==> config.mk <==
export PLATFORM = sky130hd
export DESIGN_NAME = bidir_visitor_counter
export DESIGN_NICKNAME = d
export VERILOG_FILES = /design/src/rtl/bidir_visitor_counter_pkg.sv /design/src/rtl/bidir_visitor_counter_sensor_conditioner.sv /design/src/rtl/bidir_visitor_counter.sv
export SDC_FILE = /design/constraint.sdc
export NUM_CORES = 1
export LEC_CHECK = 0
export CAP_MARGIN = 20
export CORE_MARGIN = 4
export CORE_UTILIZATION = 35
export CTS_BUF_LIST = sky130_fd_sc_hd__clkbuf_16
export DETAILED_ROUTE_END_ITERATION = 8
export PLACE_DENSITY = 0.6
export SLEW_MARGIN = 20
export SYNTH_ARGS = -nofsm -noshare
export SYNTH_HDL_FRONTEND = slang
export SYNTH_SLANG_ARGS = --single-unit
==> constraint.sdc <==
create_clock -name clk -period 4.4 [get_ports clk]
set_clock_uncertainty 0.05 [all_clocks]
set_input_delay 1.32 -clock clk [delete_from_list [all_inputs] [get_ports clk]]
set_output_delay 1.32 -clock clk [all_outputs]
set_load 0.05 [all_outputs]
==> src/rtl/bidir_visitor_counter_pkg.sv <==
// visitor_pkg: shared mode selectors and default sizing for the visitor counter
package visitor_pkg;
  localparam int MODE_SAT      = 0;
  localparam int MODE_WRAP     = 1;
  localparam int DEF_WIDTH     = 8;
  localparam int DEF_MAX_COUNT = 100;
  localparam int DEF_DEBOUNCE  = 4;
endpackage

==> src/rtl/bidir_visitor_counter_sensor_conditioner.sv <==
// sensor_conditioner: synchronise, debounce and rising-edge detect one raw sensor
module sensor_conditioner #(
  parameter int DEBOUNCE_CYCLES = 4
) (
  input  logic clk,
  input  logic reset_n,
  input  logic raw,
  output logic evt,
  output logic level
);
  localparam int CW = $clog2(DEBOUNCE_CYCLES + 1);
  localparam logic [CW-1:0] LAST = CW'(DEBOUNCE_CYCLES - 1);
  logic s1_q, s2_q, db_q, db_prev_q, evt_q;
  logic db_d;
  logic [CW-1:0] cnt_q, cnt_d;
  // debounce counter runs only while the synchronised level disagrees with db
  always_comb begin
    cnt_d = (s2_q != db_q && cnt_q != LAST) ? cnt_q + 1'b1 : '0;
    db_d  = (s2_q != db_q && cnt_q == LAST) ? s2_q : db_q;
  end
  // synchroniser, debounced level and registered edge pulse
  always_ff @(posedge clk or negedge reset_n) begin
    if (!reset_n) begin
      s1_q      <= 1'b0;
      s2_q      <= 1'b0;
      db_q      <= 1'b0;
      db_prev_q <= 1'b0;
      evt_q     <= 1'b0;
      cnt_q     <= '0;
    end else begin
      s1_q      <= raw;
      s2_q      <= s1_q;
      db_q      <= db_d;
      db_prev_q <= db_q;
      evt_q     <= db_q & ~db_prev_q;
      cnt_q     <= cnt_d;
    end
  end
  assign evt   = evt_q;
  assign level = db_q;
endmodule

==> src/rtl/bidir_visitor_counter.sv <==
// bidir_visitor_counter: bounded occupancy counter driven by conditioned entry/exit sensors
module bidir_visitor_counter
  import visitor_pkg::*;
#(
  parameter int WIDTH           = DEF_WIDTH,
  parameter int MAX_COUNT       = DEF_MAX_COUNT,
  parameter int DEBOUNCE_CYCLES = DEF_DEBOUNCE,
  parameter int WRAP_MODE       = MODE_SAT
) (
  input  logic             clk,
  input  logic             reset_n,
  input  logic             enable,
  input  logic             clear,
  input  logic             load,
  input  logic [WIDTH-1:0] load_value,
  input  logic             entry_sensor,
  input  logic             exit_sensor,
  output logic [WIDTH-1:0] count,
  output logic             full,
  output logic             empty,
  output logic             entry_evt,
  output logic             exit_evt,
  output logic             overflow,
  output logic             underflow
);
  if (MAX_COUNT < 0 || longint'(MAX_COUNT) > (longint'(1) << WIDTH) - 1) begin : g_bad_max
    $error("MAX_COUNT does not fit in WIDTH bits");
  end
  if (DEBOUNCE_CYCLES < 1) begin : g_bad_db
    $error("DEBOUNCE_CYCLES must be at least 1");
  end
  localparam logic [WIDTH-1:0] MAX = WIDTH'(MAX_COUNT);
  localparam bit WRAP = (WRAP_MODE == MODE_WRAP);
  logic [WIDTH-1:0] count_q, count_d;
  logic overflow_q, overflow_d, underflow_q, underflow_d;
  logic inc, dec;
  sensor_conditioner #(.DEBOUNCE_CYCLES(DEBOUNCE_CYCLES)) u_entry (
    .clk(clk), .reset_n(reset_n), .raw(entry_sensor), .evt(entry_evt), .level()
  );
  sensor_conditioner #(.DEBOUNCE_CYCLES(DEBOUNCE_CYCLES)) u_exit (
    .clk(clk), .reset_n(reset_n), .raw(exit_sensor), .evt(exit_evt), .level()
  );
  assign full  = (count_q == MAX);
  assign empty = (count_q == '0);
  assign inc   = enable & entry_evt & ~exit_evt;
  assign dec   = enable & exit_evt & ~entry_evt;
  // clear beats load beats events; simultaneous entry/exit cancel out
  always_comb begin
    count_d     = count_q;
    overflow_d  = overflow_q;
    underflow_d = underflow_q;
    if (clear) begin
      count_d     = '0;
      overflow_d  = 1'b0;
      underflow_d = 1'b0;
    end else if (load) begin
      count_d = (load_value > MAX) ? MAX : load_value;
    end else if (inc) begin
      count_d    = full ? (WRAP ? '0 : count_q) : count_q + 1'b1;
      overflow_d = overflow_q | full;
    end else if (dec) begin
      count_d     = empty ? (WRAP ? MAX : count_q) : count_q - 1'b1;
      underflow_d = underflow_q | empty;
    end
  end
  // occupancy and sticky error registers
  always_ff @(posedge clk or negedge reset_n) begin
    if (!reset_n) begin
      count_q     <= '0;
      overflow_q  <= 1'b0;
      underflow_q <= 1'b0;
    end else begin
      count_q     <= count_d;
      overflow_q  <= overflow_d;
      underflow_q <= underflow_d;
    end
  end
  assign count     = count_q;
  assign overflow  = overflow_q;
  assign underflow = underflow_q;
endmodule

Word-level counts from Yosys, hierarchy flattened
Index checks and enable logic that the tools add are counted.
{ "op_classes": {"add_sub_neg": 4, "magnitude_cmp": 1, "eq_ne": 11, "muxes": 16, "bitwise_logic": 12, "n_reduce_logical": 11} }
{ "op_table": {"columns": ["op", "count"], "rows": [
  ["$mux 8", 7],
  ["$add 8x1->8 const B", 1],
  ["$eq 8x7->1 const B", 1],
  ["$gt 8x7->1 const B", 1],
  ["$logic_not 8->1", 1],
  ["$sub 8x1->8 const B", 1],
  ["$mux 1", 7],
  ["$add 3x1->3 const B", 2],
  ["$and 1x1->1", 6],
  ["$eq 3x2->1 const B", 2],
  ["$mux 3", 2],
  ["$ne 3x2->1 const B", 2],
  ["$reduce_and 3->1", 2],
  ["$logic_and 1x1->1", 4],
  ["$ne 2x2->1 const B", 2],
  ["$ne 4x3->1 const B", 1],
  ["$ne 4x4->1 const B", 1],
  ["$not 1->1", 4],
  ["$reduce_bool 2->1", 2],
  ["$reduce_bool 4->1", 1],
  ["$ne 1x1->1", 2],
  ["$or 1x1->1", 2],
  ["$reduce_and 2->1", 1]
]} }
{ "totals": {"regBits": 26, "input_bits": 15, "output_inout_bits": 14, "wordCells": 70} }

Longest topological paths before layout
Gate-level depths: netlist (run 1).
{ "depth": {"word_depth": 6, "depth_mapped": 8, "mapped_depth_nobuf": 8} }

Modules after synthesis
A second synthesis (run 1) with hierarchy kept.
{ "unflattened": {"hier_cells": 135, "area_unflattened_um2": 1483.9} }
{ "by_module_without_submodules": {"columns": ["module", "n_inst", "cells_each", "area_per_inst_um2", "seq_area_each_um2"], "rows": [
  ["bidir_visitor_counter", 1, 101, 928.4, 250.2],
  ["sensor_conditioner", 2, 17, 277.8, 200.2]
]} }

Worst setup path before layout (run 1)
Ideal clock, no wire load.
{ "synth_path": {"kind": "input to register", "start": "input port enable", "end": "register count_q[6] (netlist: count[6])", "setup_time_ns": 0.096, "t_arrival_ns": 2.805, "required_ns": 4.254, "slack_ns": 1.450, "stages": 8, "n_path_buf": 0, "path_cell_list": "nand3b_1 inv_1 fa_1 nor2b_1 o211ai_1 mux2i_1 a21o_1 a311oi_2"} }
{ "synth_via": {"elab_chain_len": 5, "word_cells_on_any_way": 11, "classes_between": "2 x eq/ne; 3 x mux; 4 x bitwise; 2 x reduce/logical"} }
{ "synth_lines": {"columns": ["item", "line", "text"], "rows": [
  ["start, declared", "bidir_visitor_counter.sv:12", "input logic enable,"],
  ["$and 1x1->1 (2 in a row)", "bidir_visitor_counter.sv:45", "assign inc = enable & entry_evt & ~exit_evt;"],
  ["$mux 8", "bidir_visitor_counter.sv:58", "end else if (inc) begin"],
  ["$mux 8", "bidir_visitor_counter.sv:56", "end else if (load) begin"],
  ["$mux 8", "bidir_visitor_counter.sv:52", "if (clear) begin"],
  ["end signal, assigned", "bidir_visitor_counter.sv:73", "count_q <= count_d;"],
  ["end, declared", "bidir_visitor_counter.sv:34", "logic [WIDTH-1:0] count_q, count_d;"]
]} }
Parallel ways exist; a longest one is shown, timed or not.
A chain may end at the register's enable or synchronous reset.

Worst setup path in the final report (run 1)
{ "layout_path": {"start": "register count_q[1] (netlist: count[1])", "end": "output port empty"} }
{ "layout_via": {"elab_chain_len": 1} }
{ "layout_lines": {"columns": ["item", "line", "text"], "rows": [
  ["$logic_not 8->1", "bidir_visitor_counter.sv:44", "assign empty = (count_q == '0);"],
  ["end, declared", "bidir_visitor_counter.sv:20", "output logic empty,"]
]} }
No other way between the ends.

==> results of run 1 <==
[state kept, by name (all words and copies together) (netlist names)]
| signal | flops |
|---|---|
| u_entry.evt | 1 |
| u_entry.s1_q | 1 |
| u_entry.s2_q | 1 |
| underflow | 1 |
| u_exit.s1_q | 1 |
| u_entry.level | 1 |
| overflow | 1 |
| u_exit.cnt_q | 3 |
| u_exit.s2_q | 1 |
| u_exit.db_prev_q | 1 |
| u_exit.evt | 1 |
| count | 8 |
| u_entry.db_prev_q | 1 |
| u_exit.level | 1 |
| u_entry.cnt_q | 3 |
[per-layer routing]
layer / global-route usage (%) / wire [um]
met5: 0 / 0
met4: 5.12 / 68
met3: 3.03 / 132
met1: 16.4 / 1460
met2: 21.4 / 1540
[worst max-delay path, cell delays in order (launching register included)]
cell	delay, ns
dfrtp_1	0.47
nor4_2	0.39
and2_1	0.22
clkdlybuf4s50_1	0.81
[cell type report]
type | count | area [um^2]
Clock buffer | 3 | 75.1
Clock inverter | 1 | 30.0
Fill cell | 376 | 2100
Inverter | 12 | 45.0
Multi-Input combinational cell | 104 | 776
Sequential cell | 26 | 651
Tap cell | 50 | 62.6
Timing Repair Buffer | 29 | 288
[placed cells by master (no fill, tap or decap), types with 2 or more instances in the layout]
| master | count |
|---|---|
| a211oi_1 | 2 |
| a21oi_1 | 7 |
| a21oi_2 | 2 |
| a2bb2oi_1 | 2 |
| clkbuf_16 | 3 |
| clkdlybuf4s50_1 | 28 |
| dfrtp_1 | 26 |
| ha_1 | 10 |
| inv_1 | 12 |
| mux2_2 | 2 |
| mux2i_1 | 3 |
| nand2_1 | 5 |
| nand2b_1 | 3 |
| nand3b_1 | 2 |
| nor2_1 | 18 |
| nor2b_1 | 4 |
| nor3_1 | 6 |
| nor3b_2 | 2 |
| nor4_2 | 2 |
| o211ai_1 | 2 |
| o21ai_0 | 6 |
| o31a_1 | 2 |
| xnor2_1 | 2 |
| xor2_1 | 4 |
[per-stage QoR]
step	total power, uW	worst slack, ns	hold slack, ns	utilization [%]	instances
finish	1180	0.877	0.303	47.8	225
global route	1260	0.786	0.319	47.8	225
CTS	1190	0.861	0.309	47.8	225
detailed placement	920	0.682	0.294	45.2	221
global placement	912	0.633	0.286	45.2	221
floorplan	763	1.45	0.281	-	143
[worst paths after layout]
check                                         endpoint             startpoint  cells past startpoint
max                                              empty   count[1]$_DFFE_PN0P_                      3
min                              u_exit.s2_q$_DFF_PN0_  u_exit.s1_q$_DFF_PN0_                      0
max reg2reg                       count[5]$_DFFE_PN0P_   u_exit.evt$_DFF_PN0_                      7
min reg2reg                      u_exit.s2_q$_DFF_PN0_  u_exit.s1_q$_DFF_PN0_                      0
max in group asynchronous  u_entry.db_prev_q$_DFF_PN0_                reset_n                      2
min in group asynchronous    u_exit.cnt_q[1]$_DFF_PN0_                reset_n                      2
[kinds of logic after synthesis]
kind of cell / Yosys count
simple gates: 52
compound gates: 30
flops: 26
buf+inv: 13
fa+ha+maj: 11
xor+xnor: 6
mux: 5
[power groups by stage]
stage               logic (uW)  registers (uW)  clock network [uW]
CTS                        559             362                 267
detailed placement         554             366                   0
global route               610             370                 276
finish                     558             360                 262
floorplan                  328             435                   0
global placement           547             365                   0
==> flow_metrics.tcl, run 1 <==
set metrics [dict create \
    yosys.area.top_type "dfrtp_1" \
    cts_setup_buffers 0 \
    grt_usage_pct 13.0 \
    viasPerCell 5.09 \
    final-setup-viol-count 0 \
    clk-insertion-delay-late_ns 0.26 \
    diodes 0 \
    path_clk_slew_ns 0.06 \
    yosys.area_share.simple_pct 21.7 \
    fin_crit_sh_pct 80.1 \
    yosys_warnings 0 \
    fmax_mhz 284 \
    ant_nets 0 \
    grt_pass1_vias 1150 \
    die_height_um 72.9 \
    antenna_found_initial 0 \
    ctsHoldBuffers 0 \
    grt_max_degree 27 \
    wl_per_cell_um 14.2 \
    cts_resized 0 \
    syn_nets 169 \
    internal_power_uw 714 \
    hpwl_mm 2.50 \
    ir_drop_mv 0.294 \
    synthMuxAreaShare_pct 3.56 \
    async_flop_share_pct 100 \
    path_class "reg2out" \
    synth_top_area_share_pct 44.1 \
    ys_types 41 \
    status "complete, no violations" \
    yosysSeqAreaShare_pct 44.1 \
    rsz0062_at_grt "no" \
    avgSynthCellArea_um2 10.3 \
    relSlewSlack_pct 65.5 \
    clock-sinks 26 \
    path_max_fanout 6 \
    cp-end-kind "output port" \
    synth-xor-area-share_pct 3.56 \
    worstSetupStartpointType "register" \
    grt_pass1_wl_mm 5.30 \
    tns_ns 0 \
    final_nets 202 \
    ys_ff_latch 26 \
    area_growth_pct 30.6 \
    syn_inst 143 \
    synth.area.top_cells "dfrtp_1 (44%), ha_1 (8.5%), nor2_1 (4.6%)" \
    wirelength_mm 3.19 \
    leakagePower_uw 0.000836 \
    switching_share_pct 39.4 \
    synth_commonest_cells "dfrtp_1 (26), nor2_1 (18), inv_1 (12)" \
    cts-htree-levels 1 \
    die_w_um 72.9 \
    synth_top_flop_cell "dfrtp_1" \
    portBuffers 28 \
    maxSlewViolCount 0 \
    crit_arrival_ns 2.15 \
    synth_edf_count 0 \
    final.min_clock_period_ns 3.52 \
    combPwrFrac_pct 47.3 \
    overflow 0 \
    max_cap_violations 0 \
    power_density_nw_per_um2 612 \
    place_congestion 0.868 \
    layout-drive-gt1-share_pct 11.4 \
    dr.pass1.iters 4 \
    hold_class "reg2reg" \
    syn_area_um2 1480 \
    coreArea_um2 4030 \
    cts_tree "built" \
    yosys.cell_count.top_type "dfrtp_1" \
    cp.required_ns 3.03 \
    die-area_um2 5320 \
    synth_fa_ha_area_share_pct 9.84 \
    place_area_um2 1820 \
    rows 23 \
    initial_utilization_pct 36.6 \
    hold_viol_final 0 \
    synth_compound_area_share_pct 13.9 \
    power.switching_uw 465 \
    clockPowerShare_pct 22.2 \
    drt-initial-drc-count 64 \
    pin_count 29 \
    ff2ff_setup_slack_ns 1.94 \
    via_count 1146 \
    clockBufferDepth 2 \
    cts_root_buf "clkbuf_16" \
    pwr-share-seq_pct 30.5 \
    design_area_um2 1930 \
    synth_top_family_by_area "simple AND/OR/NAND/NOR gates" \
    cts_buffers 3 \
    tightestPinTransition_ns 0.516 \
    drcViolationCount 0 \
]
Power figures use the tool's default switching activity.
==> run 2: changes to the inputs <==
==> constraint.sdc (replaced) <==
create_clock -name clk -period 3.5 [get_ports clk]
set_clock_uncertainty 0.05 [all_clocks]
set_input_delay 1.05 -clock clk [delete_from_list [all_inputs] [get_ports clk]]
set_output_delay 1.05 -clock clk [all_outputs]
set_load 0.05 [all_outputs]
==> run 2 against run 1 <==
  * Die area stayed put
  * Setup slack worse by 0.64 ns
  * Sequential power is 26% higher
  * Global-route usage is 0.18 points higher
  * Non-clock buffer count stayed put
  * Via count is 1.0% lower
  * Flip-flop and latch count stayed put
  * Final area is 1.4% lower
  * Sequential share of layout area is 0.47 points higher
  * Critical path depth stayed put
  * Hold slack better by 0.0029 ns
  * Largest power group unchanged
  * Highest routed layer unchanged
==> flow_metrics.tcl, run 2 (synthesis gave the netlist of run 1 again) <==
set metrics [dict create \
    die_w_um 72.9 \
    maxSlewViolCount 0 \
    final.min_clock_period_ns 3.26 \
    power.switching_uw 577 \
    rr_worst_depth 7 \
    clock-sinks 26 \
    cts-htree-levels 1 \
    viasPerCell 5.04 \
    via_count 1134 \
    hold_class "reg2reg" \
    hold_viol_final 0 \
    path_class "reg2out" \
    crit_arrival_ns 2.16 \
    relSlewSlack_pct 65.7 \
    crit_family "buffers and inverters" \
    wl_per_cell_um 14.2 \
    power_density_nw_per_um2 737 \
    place_congestion 0.893 \
    max_stage_delay_ns 0.81 \
    cp-end-kind "output port" \
    drt-initial-drc-count 57 \
    crit_chain "nor4bb_2, and2_2, clkdlybuf4s50_1" \
    pwr-share-seq_pct 32.4 \
    min_from "u_exit.s1_q$_DFF_PN0_" \
    cts_buffers 3 \
    hold-path-cell-count 0 \
    final_cell_mix "clkdlybuf4s50_1 (28), dfrtp_1 (26), nor2_1 (18)" \
    final-setup-viol-count 0 \
    fin_crit_sh_pct 93.3 \
    initial_utilization_pct 36.6 \
    overflow 0 \
    die-area_um2 5320 \
    multi_input_area_um2 776 \
    wirelength_mm 3.19 \
    dr.pass1.iters 4 \
    area_growth_pct 28.8 \
    rows 23 \
    fmax_mhz 306 \
    fill_cells 386 \
    diodes 0 \
    pre_cts_slack_ns 0.0736 \
    clk-insertion-delay-late_ns 0.26 \
    path_clk_slew_ns 0.06 \
    layout-drive-gt1-share_pct 10.9 \
    portBuffers 28 \
    path_max_fanout 6 \
    largest_register_ffs 8 \
    worstSetupStartpointType "register" \
    grt_usage_pct 13.2 \
    grt_pass1_wl_mm 5.46 \
    tightestPinTransition_ns 0.514 \
    cp.required_ns 2.40 \
    die_height_um 72.9 \
    ir_drop_mv 0.318 \
    final_common_cell "clkdlybuf4s50_1" \
    ctsHoldBuffers 0 \
    leakagePower_uw 0.000823 \
    min_to "u_exit.s2_q$_DFF_PN0_" \
    fin_ws_ns 0.235 \
    cts_resized 0 \
    status "complete, no violations" \
    cp_num_buf_inv 1 \
    drcViolationCount 0 \
    ant_nets 0 \
    cts_tree "built" \
    hpwl_mm 2.50 \
    rsz0062_at_grt "no" \
    clockPowerShare_pct 18.1 \
    ff2ff_setup_slack_ns 1.12 \
    crit_path_start "count[1]$_DFFE_PN0P_" \
    antenna_found_initial 0 \
    cts_root_buf "clkbuf_16" \
    worstReg2RegStart "u_exit.evt$_DFF_PN0_" \
    reg2reg_to "count[5]$_DFFE_PN0P_" \
    seq_area_um2 651 \
    switching_share_pct 41.2 \
    grt_pass1_vias 1135 \
    internal_power_uw 824 \
    final_nets 202 \
    max_cap_violations 0 \
    grt_max_degree 27 \
    cts_setup_buffers 0 \
    coreArea_um2 4030 \
    clockBufferDepth 2 \
    crit_slowest_cell "clkdlybuf4s50_1" \
    tns_ns 0 \
    pin_count 29 \
    combPwrFrac_pct 49.5 \
    hold_slack_ns 0.306 \
]
[run 2: layer usage]
| layer | global-route usage, % | vias up | share of wire [%] |
|---|---|---|---|
| li1 | - | 571 | - |
| met1 | 17.2 | 538 | 47 |
| met2 | 21.7 | 21 | 48 |
| met3 | 3.31 | 4 | 4.2 |
| met4 | 3.48 | 0 | 1.2 |
| met5 | 0 | - | 0 |
[run 2: worst max-delay path by stage]
stage | slack, ns | endpoint | depth (start not counted)
floorplan | 0.82 | count[6]$_DFFE_PN0P_ | 8
detailed placement | 0.07 | count[5]$_DFFE_PN0P_ | 8
global placement | 0.05 | count[5]$_DFFE_PN0P_ | 8
CTS | 0.24 | full | 3
global route | 0.17 | count[6]$_DFFE_PN0P_ | 8
finish | 0.24 | full | 3
[run 2: worst reg2reg max path, stage by stage, from the launching register on]
cell	delay, ns
dfrtp_1	0.41
nand3b_1	0.37
ha_1	0.39
a211oi_1	0.35
o21ai_0	0.18
xnor2_1	0.16
a211oi_1	0.26
nor3_1	0.08
[run 2: power groups by stage]
stage                     Sequential [uW]  Clock (uW)  Combinational, uW
final                                 454         253                693
after CTS                             456         260                697
after floorplan                       547           0                412
after global placement                459           0                687
after global routing                  468         269                767
after detailed placement              462           0                694
[run 2: cell type report]
class                   count  share of cell area [%]
inverters                  12                    2.37
clock buffers               3                    3.95
flip-flops and latches     26                    34.2
repair buffers             29                    15.1
well taps                  50                    3.29
clock inverters             1                   0.197
multi-input cells         104                    40.8
[run 2: stage by stage]
step | cells | power [uW] | instance area (um^2) | util [%]
floorplan | 143 | 959 | 1480 | -
global placement | 221 | 1150 | 1820 | 45.2
detailed placement | 221 | 1160 | 1820 | 45.2
CTS | 225 | 1410 | 1900 | 47.2
global route | 225 | 1500 | 1900 | 47.2
finish | 225 | 1400 | 1900 | 47.2
==> run 3: changes to the inputs <==
--- a/config.mk
+++ b/config.mk
@@ -10,6 +10,7 @@
 export CORE_UTILIZATION = 35
 export CTS_BUF_LIST = sky130_fd_sc_hd__clkbuf_16
 export DETAILED_ROUTE_END_ITERATION = 8
+export GPL_ROUTABILITY_DRIVEN = 0
 export PLACE_DENSITY = 0.6
 export SLEW_MARGIN = 20
 export SYNTH_ARGS = -nofsm -noshare
==> run 3 against run 2 <==
  * Setup slack worse by 0.0060 ns
  * Utilization increased by 0.65 points
  * Hold slack worse by 0.0020 ns
  * First-iteration DRC count unchanged
  * Final area is 1.4% higher
  * Critical endpoint unchanged
==> flow_metrics.tcl, run 3 (synthesis gave the netlist of run 1 again) <==
set metrics [dict create \
    status "complete, no violations" \
    initial_utilization_pct 36.6 \
    ant_nets 0 \
    relSlewSlack_pct 66.0 \
    grt_max_degree 27 \
    layout-drive-gt1-share_pct 11.4 \
    portBuffers 28 \
    drcViolationCount 0 \
    grt_pass1_vias 1216 \
    ctsHoldBuffers 0 \
    cp-end-kind "output port" \
    final-setup-viol-count 0 \
    leakagePower_uw 0.000836 \
    rsz0062_at_grt "no" \
    power_density_nw_per_um2 769 \
    cts_setup_buffers 0 \
    die-area_um2 5320 \
    via_count 1162 \
    crit_chain "nor4bb_2, and2_2, clkdlybuf4s50_1" \
    ff2ff_setup_slack_ns 1.13 \
    clockBufferDepth 2 \
    final_common_cell "clkdlybuf4s50_1" \
    worstReg2RegStart "u_exit.evt$_DFF_PN0_" \
    cp.required_ns 2.40 \
    grt_usage_pct 13.5 \
    wl_met3_um 170 \
    met1_length_mm 1.41 \
    max_cap_violations 0 \
    diodes 0 \
    path_clk_slew_ns 0.07 \
    design_area_um2 1930 \
    crit_slowest_cell "clkdlybuf4s50_1" \
    fmax_mhz 306 \
    hold_viol_final 0 \
    wirelength_mm 3.28 \
    cts_resized 0 \
    grt_pass1_wl_mm 5.64 \
    coreArea_um2 4030 \
    clk-insertion-delay-late_ns 0.26 \
    fin_crit_sh_pct 93.4 \
    tightestPinTransition_ns 0.508 \
    area_growth_pct 30.6 \
    hold_class "reg2reg" \
    final_nets 202 \
    clock-sinks 26 \
    drt-initial-drc-count 57 \
    final.min_clock_period_ns 3.27 \
    route.met2.wl_mm 1.67 \
    place_area_um2 1820 \
    cts_buffers 3 \
    maxSlewViolCount 0 \
    min_from "u_entry.s1_q$_DFF_PN0_" \
    wl_per_cell_um 14.6 \
    cts_tree "built" \
    max_stage_delay_ns 0.80 \
    hold-path-cell-count 0 \
    dr.pass1.iters 4 \
    rows 23 \
    overflow 0 \
    die_height_um 72.9 \
    cts-htree-levels 1 \
    viasPerCell 5.16 \
    hpwl_mm 2.52 \
    highest_layer "met4" \
    pin_count 29 \
    final_cell_mix "clkdlybuf4s50_1 (28), dfrtp_1 (26), nor2_1 (18)" \
    worstSetupStartpointType "register" \
    die_w_um 72.9 \
    rr_worst_depth 7 \
    min_to "u_entry.s2_q$_DFF_PN0_" \
    cts_root_buf "clkbuf_16" \
    antenna_found_initial 0 \
    path_class "reg2out" \
    ir_drop_mv 0.440 \
    largest_register_ffs 8 \
    tns_ns 0 \
    crit_arrival_ns 2.17 \
    reg2reg_to "count[5]$_DFFE_PN0P_" \
    path_max_fanout 6 \
]
==> run 3: cell types whose count changed in the layout (fill, tap and decap cells not counted), sizes merged <==
cell / previous run / this run
bufinv: 0 / 1
clkinv: 1 / 0
==> run 3: how the worst max path moves through the flow <==
stage / slack [ns] / endpoint / startpoint / depth (start not counted)
3_3_place_gp: 0.19 / count[7]$_DFFE_PN0P_ / enable / 8
4_1_cts: 0.22 / empty / count[1]$_DFFE_PN0P_ / 3
6_report: 0.23 / full / count[1]$_DFFE_PN0P_ / 3
5_1_grt: 0.12 / full / count[1]$_DFFE_PN0P_ / 3
3_5_place_dp: 0.17 / count[5]$_DFFE_PN0P_ / enable / 8
2_1_floorplan: 0.82 / count[6]$_DFFE_PN0P_ / enable / 8
==> run 3: metal layers <==
metal  GRT usage, %  up-vias
li1               -      570
met1           16.5      549
met2           23.9       36
met3           3.72        7
met4           2.46        0
met5              0        -
==> run 3: layout make-up <==
| cell class | count | area, um^2 |
|---|---|---|
| clock inverter | 1 | 30.0 |
| inverter | 12 | 45.0 |
| clock buffer | 3 | 75.1 |
| multi-input combinational | 104 | 776 |
| sequential | 26 | 651 |
| timing repair buffer | 29 | 288 |
| tap | 50 | 62.6 |
| fill | 380 | 2100 |
==> run 3: where the power goes <==
group	internal [uW]	total [uW]	switching [uW]
combinational	290	694	405
clock	228	333	106
sequential	381	454	73.6
==> run 3: metrics by stage <==
step | instances | utilization, % | total power, uW | hold slack [ns] | setup WS (ns)
after floorplan | 143 | - | 959 | 0.281 | 0.820
after global placement | 221 | 45.2 | 1130 | 0.288 | 0.194
after detailed placement | 221 | 45.2 | 1150 | 0.292 | 0.166
after CTS | 225 | 47.8 | 1490 | 0.307 | 0.219
after global routing | 225 | 47.8 | 1580 | 0.312 | 0.125
final | 225 | 47.8 | 1480 | 0.304 | 0.229
==> run 3: worst max-delay path, delay by kind of cell (launching register included) <==
kind / cells / cell delay (ns)
AND/OR/NAND/NOR: 2 / 0.63
buffers and inverters: 1 / 0.80
flip-flops: 1 / 0.48
